===== src/rtl/svmod_break_ctrl_if.sv =====
// svmod_break_ctrl_if: debug-side break request/acknowledge bundle and ICE-side stop outputs
interface svmod_break_ctrl_if;
  logic brkreq;
  logic runreq;
  logic opbrken;
  logic peri0stpen;
  logic peri1stpen;
  logic stby;
  logic monsvmod;
  logic errclr;
  logic svmodi;
  logic svmodiperi1;
  logic svmodiperi2;
  logic svmodopbrk;
  logic stbrelesv;
  logic brkact;
  logic tmoerr;
  modport master (
    output brkreq, runreq, opbrken, peri0stpen, peri1stpen, stby, monsvmod, errclr,
    input  svmodi, svmodiperi1, svmodiperi2, svmodopbrk, stbrelesv, brkact, tmoerr
  );
  modport slave (
    input  brkreq, runreq, opbrken, peri0stpen, peri1stpen, stby, monsvmod, errclr,
    output svmodi, svmodiperi1, svmodiperi2, svmodopbrk, stbrelesv, brkact, tmoerr
  );
endinterface


===== src/rtl/svmod_break_ctrl.sv =====
// svmod_break_ctrl: sequences break entry/exit into ordered supervisor-mode and peripheral-stop requests
module svmod_break_ctrl #(
  parameter int PERI_DLY = 2,
  parameter int ACK_TMO  = 255
) (
  input logic clk,
  input logic rst,
  svmod_break_ctrl_if.slave bus
);
  localparam logic [2:0] IDLE    = 3'd0;
  localparam logic [2:0] WAKE    = 3'd1;
  localparam logic [2:0] ENTER   = 3'd2;
  localparam logic [2:0] WAITACK = 3'd3;
  localparam logic [2:0] HALT    = 3'd4;
  localparam logic [2:0] EXIT    = 3'd5;
  localparam logic [2:0] OPEN    = 3'd6;
  localparam logic [3:0] DLY      = 4'(PERI_DLY);
  localparam logic [9:0] TMO_LAST = 10'(ACK_TMO - 1);
  logic [2:0] state, nxt;
  logic [3:0] dly;
  logic [9:0] tmo;
  logic       tmo_hit;
  logic       held;
  always_comb begin
    nxt = state;
    case (state)
      IDLE:    nxt = bus.brkreq ? (bus.opbrken ? OPEN : bus.stby ? WAKE : ENTER) : IDLE;
      WAKE:    nxt = ENTER;
      ENTER:   nxt = (dly == 4'd1) ? WAITACK : ENTER;
      WAITACK: nxt = bus.runreq ? EXIT : (bus.monsvmod || tmo == TMO_LAST) ? HALT : WAITACK;
      HALT:    nxt = bus.runreq ? EXIT : HALT;
      EXIT:    nxt = (dly == 4'd1) ? IDLE : EXIT;
      OPEN:    nxt = bus.runreq ? IDLE : OPEN;
      default: nxt = IDLE;
    endcase
  end
  // run request and acknowledge both outrank the timeout in the same cycle
  assign tmo_hit = (state == WAITACK) && !bus.runreq && !bus.monsvmod && (tmo == TMO_LAST);
  always_ff @(posedge clk) begin
    if (rst) begin
      state  <= IDLE;
      dly    <= 4'd0;
      tmo    <= 10'd0;
      bus.tmoerr <= 1'b0;
    end else begin
      state  <= nxt;
      dly    <= (nxt != state) ? DLY : (dly != 4'd0) ? dly - 4'd1 : dly;
      tmo    <= (state == WAITACK) ? tmo + 10'd1 : 10'd0;
      bus.tmoerr <= tmo_hit | (bus.tmoerr & ~bus.errclr);
    end
  end
  assign held            = (state == WAITACK) || (state == HALT);
  assign bus.svmodi      = (state == ENTER) || held || (state == EXIT);
  assign bus.svmodiperi1 = held & bus.peri1stpen;
  assign bus.svmodiperi2 = held & bus.peri0stpen;
  assign bus.svmodopbrk  = (state == OPEN);
  assign bus.stbrelesv   = (state == WAKE);
  assign bus.brkact      = (state == HALT) || (state == OPEN);
endmodule


===== src/flat_wrapper.sv =====
// flat-port wrapper written by rule: the top's interface ports become plain ports
module svmod_break_ctrl_flat 
#(
  parameter int PERI_DLY = 2,
  parameter int ACK_TMO  = 255
)
  (clk, rst, bus_brkreq, bus_runreq, bus_opbrken, bus_peri0stpen, bus_peri1stpen, bus_stby, bus_monsvmod, bus_errclr, bus_svmodi, bus_svmodiperi1, bus_svmodiperi2, bus_svmodopbrk, bus_stbrelesv, bus_brkact, bus_tmoerr);
  svmod_break_ctrl_if bus_i ();
  input logic clk;
  input logic rst;
  input wire logic [$bits(bus_i.brkreq)-1:0] bus_brkreq;
  input wire logic [$bits(bus_i.runreq)-1:0] bus_runreq;
  input wire logic [$bits(bus_i.opbrken)-1:0] bus_opbrken;
  input wire logic [$bits(bus_i.peri0stpen)-1:0] bus_peri0stpen;
  input wire logic [$bits(bus_i.peri1stpen)-1:0] bus_peri1stpen;
  input wire logic [$bits(bus_i.stby)-1:0] bus_stby;
  input wire logic [$bits(bus_i.monsvmod)-1:0] bus_monsvmod;
  input wire logic [$bits(bus_i.errclr)-1:0] bus_errclr;
  output wire logic [$bits(bus_i.svmodi)-1:0] bus_svmodi;
  output wire logic [$bits(bus_i.svmodiperi1)-1:0] bus_svmodiperi1;
  output wire logic [$bits(bus_i.svmodiperi2)-1:0] bus_svmodiperi2;
  output wire logic [$bits(bus_i.svmodopbrk)-1:0] bus_svmodopbrk;
  output wire logic [$bits(bus_i.stbrelesv)-1:0] bus_stbrelesv;
  output wire logic [$bits(bus_i.brkact)-1:0] bus_brkact;
  output wire logic [$bits(bus_i.tmoerr)-1:0] bus_tmoerr;
  assign bus_i.brkreq = bus_brkreq;
  assign bus_i.runreq = bus_runreq;
  assign bus_i.opbrken = bus_opbrken;
  assign bus_i.peri0stpen = bus_peri0stpen;
  assign bus_i.peri1stpen = bus_peri1stpen;
  assign bus_i.stby = bus_stby;
  assign bus_i.monsvmod = bus_monsvmod;
  assign bus_i.errclr = bus_errclr;
  assign bus_svmodi = bus_i.svmodi;
  assign bus_svmodiperi1 = bus_i.svmodiperi1;
  assign bus_svmodiperi2 = bus_i.svmodiperi2;
  assign bus_svmodopbrk = bus_i.svmodopbrk;
  assign bus_stbrelesv = bus_i.stbrelesv;
  assign bus_brkact = bus_i.brkact;
  assign bus_tmoerr = bus_i.tmoerr;
  svmod_break_ctrl #(.PERI_DLY(PERI_DLY), .ACK_TMO(ACK_TMO)) u_core (.clk(clk), .rst(rst), .bus(bus_i));
endmodule

===== config.mk =====
export PLATFORM = sky130hd
export DESIGN_NAME = svmod_break_ctrl_flat
export DESIGN_NICKNAME = d
export VERILOG_FILES = /design/src/rtl/svmod_break_ctrl_if.sv /design/src/rtl/svmod_break_ctrl.sv /design/src/flat_wrapper.sv
export SDC_FILE = /design/constraint.sdc
export NUM_CORES = 1
export LEC_CHECK = 0
export ABC_CLOCK_PERIOD_IN_PS = 3800
export CORE_MARGIN = 2
export CORE_UTILIZATION = 36
export CTS_BUF_LIST = sky130_fd_sc_hd__clkbuf_4 sky130_fd_sc_hd__clkbuf_8 sky130_fd_sc_hd__clkbuf_16
export CTS_CLUSTER_SIZE = 24
export DETAILED_ROUTE_END_ITERATION = 12
export GPL_TIMING_DRIVEN = 0
export HOLD_SLACK_MARGIN = 0.12
export MAX_ROUTING_LAYER = met4
export SLEW_MARGIN = 20
export SYNTH_ARGS = -nofsm -noshare
export SYNTH_HDL_FRONTEND = slang
export SYNTH_SLANG_ARGS = --single-unit

===== constraint.sdc =====
create_clock -name clk -period 3.8 [get_ports clk]
set_clock_uncertainty 0.05 [all_clocks]
set_input_delay 0.76 -clock clk [delete_from_list [all_inputs] [get_ports clk]]
set_output_delay 0.76 -clock clk [all_outputs]
set_load 0.02 [all_outputs]

Word-level counts from Yosys, hierarchy flattened
Index checks and enable logic that the tools add are counted.

Multiplexer cells: 12. Bitwise operators: 6. Add/sub/neg operators: 2. Reductions and logical operators: 15. Eq/ne operators: 9.

Operator list (number): case mux 3 bit (7 select lines) (1); 2-to-1 mux 3 bit (6); adder 10 x 1 -> 10 bit (second input constant) (1); equality test 10 x 8 -> 1 bit (second input constant) (1); equality test 3 bit (second input constant) (3); equality test 3 x 2 -> 1 bit (second input constant) (2); 2-to-1 mux 2 bit (3); logical OR 1 bit (5); equality test 4 x 1 -> 1 bit (second input constant) (1); nonzero test 4 bit (1); OR reduction 2 bit (2); subtractor 4 x 1 -> 4 bit (second input constant) (1); bitwise AND 1 bit (3); equality test 3 x 1 -> 1 bit (second input constant) (1); logical AND 1 bit (3); zero test 3 bit (1); inequality test 3 bit (1); zero test 1 bit (2); 2-to-1 mux 1 bit (2); NOT 1 bit (2); nonzero test 2 bit (1); OR 1 bit (1).

Word-level logic and storage cells: 49. Bits of input ports: 10. Flip-flop bits (word level): 18. Output and inout bits: 7.

Logic depth before layout (Yosys ltp)
Depth in word-level cells: 7. Gate-level depth with buffers: 6. Depth with buffers taken out: 6.

Worst setup path after synthesis
Ideal clock, no wire load.

Kind: reg-to-output. Start: register u_core.state[0]. End: output bus_svmodiperi1. Data required time: 2.990 ns. Slack: 1.723 ns. Arrival: 1.267 ns. Path buffers: 2. Stages on the path, launching flop included: 6. Cells stage by stage: dfxtp_1 > buf_6 > clkbuf_1 > and3_1 > a21oi_1 > nor2b_1.

Word-level cells in the longest chain between the ends: 3.

RTL lines: start: declaration (line svmod_break_ctrl.sv:19) `logic [2:0] state, nxt;`; start signal: assignment (line svmod_break_ctrl.sv:46) `state <= nxt;`; equality test 3 x 2 -> 1 bit / equality test 3 bit (equally long branches) (line svmod_break_ctrl.sv:52) `assign held = (state == WAITACK) || (state == HALT);`; logical OR 1 bit * (line svmod_break_ctrl.sv:52); bitwise AND 1 bit * (line svmod_break_ctrl.sv:54) `assign bus.svmodiperi1 = held & bus.peri1stpen;`; end: declaration (line flat_wrapper.sv:20) `output wire logic [$bits(bus_i.svmodiperi1)-1:0] bus_svmodiperi1;`.

Every way passes the cells marked *; elsewhere a longest branch is shown, timed or not.

Worst setup path in the final report
Same ends and word-level chain as after synthesis.

==> results.toml <==
[cts]
cts_buffers = 3
post_cts_buffers = 0
cts_hold_buf = 0
htree_levels = 1
cts-root-buf = "clkbuf_4"
cts.sinks = 18
cts_tree = "built"
cts_resized = 0
clk_latency_ps = 300
clkSlewWorstSetupHoldPaths_ps = 90
clk_path_buf_depth = 2

[worst_setup_path]
cpLargestDelayFamily = "buffers and inverters"
worstPathArrival_ps = 2200
crit_end = "bus_svmodiperi1"
crit_path_start = "u_core.state[0]"
crit_chain = "buf_6 > clkbuf_1 > and3_1 > a21oi_1 > nor2b_1 > clkdlybuf4s50_1"
r2r_start = "u_core.tmo[0]"
r2r_slack_ps = 1940
cp.depth = 6
worst_setup_path_end_kind = "primary output"
max_stage_delay_ps = 610
r2r_cells = 6
cp.required_ps = 2990
cp.buffers_inverters = 3
reg2reg_to = "u_core.state[0]"
slowest_stage = "clkdlybuf4s50_1"
critical_path_class = "flip-flop to primary output"
startpoint_type = "flip-flop"
crit_fanout = 10

[hold_path]
hold_path.class = "flip-flop to flip-flop"
min_path_cells = 1

[synth]
yosysSeqAreaShare = 0.3564
syn_inst = 123
synth_seq_cells = 18
yosysWarnings = 0
synth_cell_types = 40
synth_area_per_cell_sq_um = 8.219
syn-num-nets = 135
synth_area_sq_um = 1011

[finish]
final_cells = 172
multiInputGateArea_sq_um = 590.6
drive_above_1_share = 0.09929
area_growth_pct = 20.92
utilization = 0.4511
diodes = 0
regArea_sq_um = 360.3
final_cell_area_sq_um = 1222
fillCellCount = 286
final_nets = 155

[place]
portBuffers = 15
place_area_sq_um = 1200
globalplace.congestion = 0.7996
pre_cts_ws_ps = 1038
post-dp-hpwl_microns = 1652
place_inst = 169

[detailed_routing]
wl_per_cell_microns = 12.70
drt_iter0_markers = 30
dr.pass1.iters = 4
vias = 924
routed_wl_microns = 2184
via_per_inst = 5.372
drc_errors = 0
postRouteAntennaNets = 0

[global_route]
grt_pass1_vias = 857
met1_usage = 0.1763
grt.busiest_layer = "met2"
grt_use_met3 = 0.01587
grt_usage = 0.1451
antenna_found_initial = 0
gr-usage-met2 = 0.2397
grt_pass1_wl_microns = 3684
grt_max_degree = 11
grt.overflow.total = 0

[power_and_ir_drop]
p_leak_nw = 0.3950
powerDensity_nw_per_um2 = 316.6
irDropWorstVdd_mv = 0.2273
power.total_mw = 0.3870

[timing]
fin_ws_ps = 792.5
worst_hold_slack_ps = 438.7
max_freq_mhz = 332.5
timing.final.crit_period_ps = 3007
setup_violations = 0
max-slew-margin-rel = 0.7499
tns_ps = 0
period_share = 0.7914
drv_slew = 0
rsz0062_at_grt = "false"
hold_violations = 0
worst_pin_slew_ps = 373.6

[floorplanning]
die-area_sq_um = 3248
die_w_microns = 56.99
dieHeight_microns = 56.99
fp.coreArea_sq_um = 2710
start_util = 0.3730
pin_count = 17
rows = 19

[flow_run]
cap_violations = 0

[run_status]
outcome = "finished, final reports clean"
-- cells in the final DEF (no fill, tap or decap), types with 4 or more instances in the layout --
cell              n
nor3_1            7
nor2_1           19
a21oi_1           6
nand3_1           8
nand2_1           9
xnor2_1           6
inv_1             4
clkdlybuf4s50_1  15
dfxtp_1          18
-- power breakdown --
part	switching (mW)	total, mW	internal [mW]
logic	0.0483	0.0912	0.0429
registers	0.00559	0.200	0.194
clock network	0.0588	0.0957	0.0369
-- state kept, by name, summed over array words and instances (netlist names) --
signal,flops
u_core.state,3
u_core.tmo,10
u_core.bus.tmoerr,1
u_core.dly,4
-- layout make-up --
class | instances | share of cell area
flip-flops and latches | 18 | 0.2948
clock buffers | 3 | 0.01842
repair buffers | 15 | 0.1228
well taps | 31 | 0.03173
multi-input cells | 96 | 0.4831
inverters | 4 | 0.01228
plain buffers | 5 | 0.03685
-- kinds of logic after synthesis --
| family | Yosys count | share of synthesized area |
|---|---|---|
| adders and majority gates | 2 | 0.02475 |
| AOI/OAI and AO/OA | 21 | 0.1448 |
| xor gates and xnor gates | 9 | 0.07797 |
| buffers and inverters | 9 | 0.05940 |
| and+or+nand+nor | 64 | 0.3367 |
| DFF | 18 | 0.3564 |
-- metal layers --
metal	wire length, microns	vias to the layer above	share of wire
li1	-	476	-
met1	1014	417	0.46
met3	106	7	0.049
met4	49	0	0.022
met2	1014	24	0.46
met5	0	-	0
-- synthesized netlist by cell type (all sizes together) --
library cell | count | area (sq um)
or4b | 1 | 10.01
nand2b | 1 | 6.260
or3 | 2 | 12.51
nor3 | 8 | 45.04
inv | 4 | 15.01
nor4 | 3 | 18.77
nand3b | 1 | 7.510
and2 | 1 | 6.260
nor2 | 19 | 71.32
nor3b | 1 | 7.510
nand2 | 9 | 33.78
nand3 | 8 | 40.04
nand4 | 1 | 6.260
o211ai | 2 | 15.01
xnor2 | 6 | 52.55
or2 | 1 | 6.260
xor2 | 3 | 26.28
o311ai | 1 | 8.760
a21oi | 6 | 30.03
o21ai | 4 | 23.77
o31ai | 1 | 7.510
o221ai | 1 | 8.760
or4bb | 2 | 23.77
ha | 2 | 25.02
or4 | 1 | 11.26
a31oi | 3 | 18.77
o2111ai | 1 | 8.760
nor2b | 3 | 18.77
buf | 4 | 41.29
clkbuf | 1 | 3.750
o41ai | 1 | 16.27
and3 | 1 | 6.260
dfxtp | 18 | 360.4
o31a | 1 | 8.760
or3b | 1 | 8.760
-- worst min path at each step --
stage          slack, ps          start       endpoint
6_report             440  u_core.tmo[0]  u_core.tmo[0]
5_1_grt              490  u_core.tmo[0]  u_core.tmo[0]
4_1_cts              450  u_core.tmo[0]  u_core.tmo[0]
3_5_place_dp         420  u_core.tmo[0]  u_core.tmo[0]
3_3_place_gp         410  u_core.tmo[0]  u_core.tmo[0]
2_1_floorplan        390  u_core.tmo[0]  u_core.tmo[0]
(Power assumes the default switching activity.)
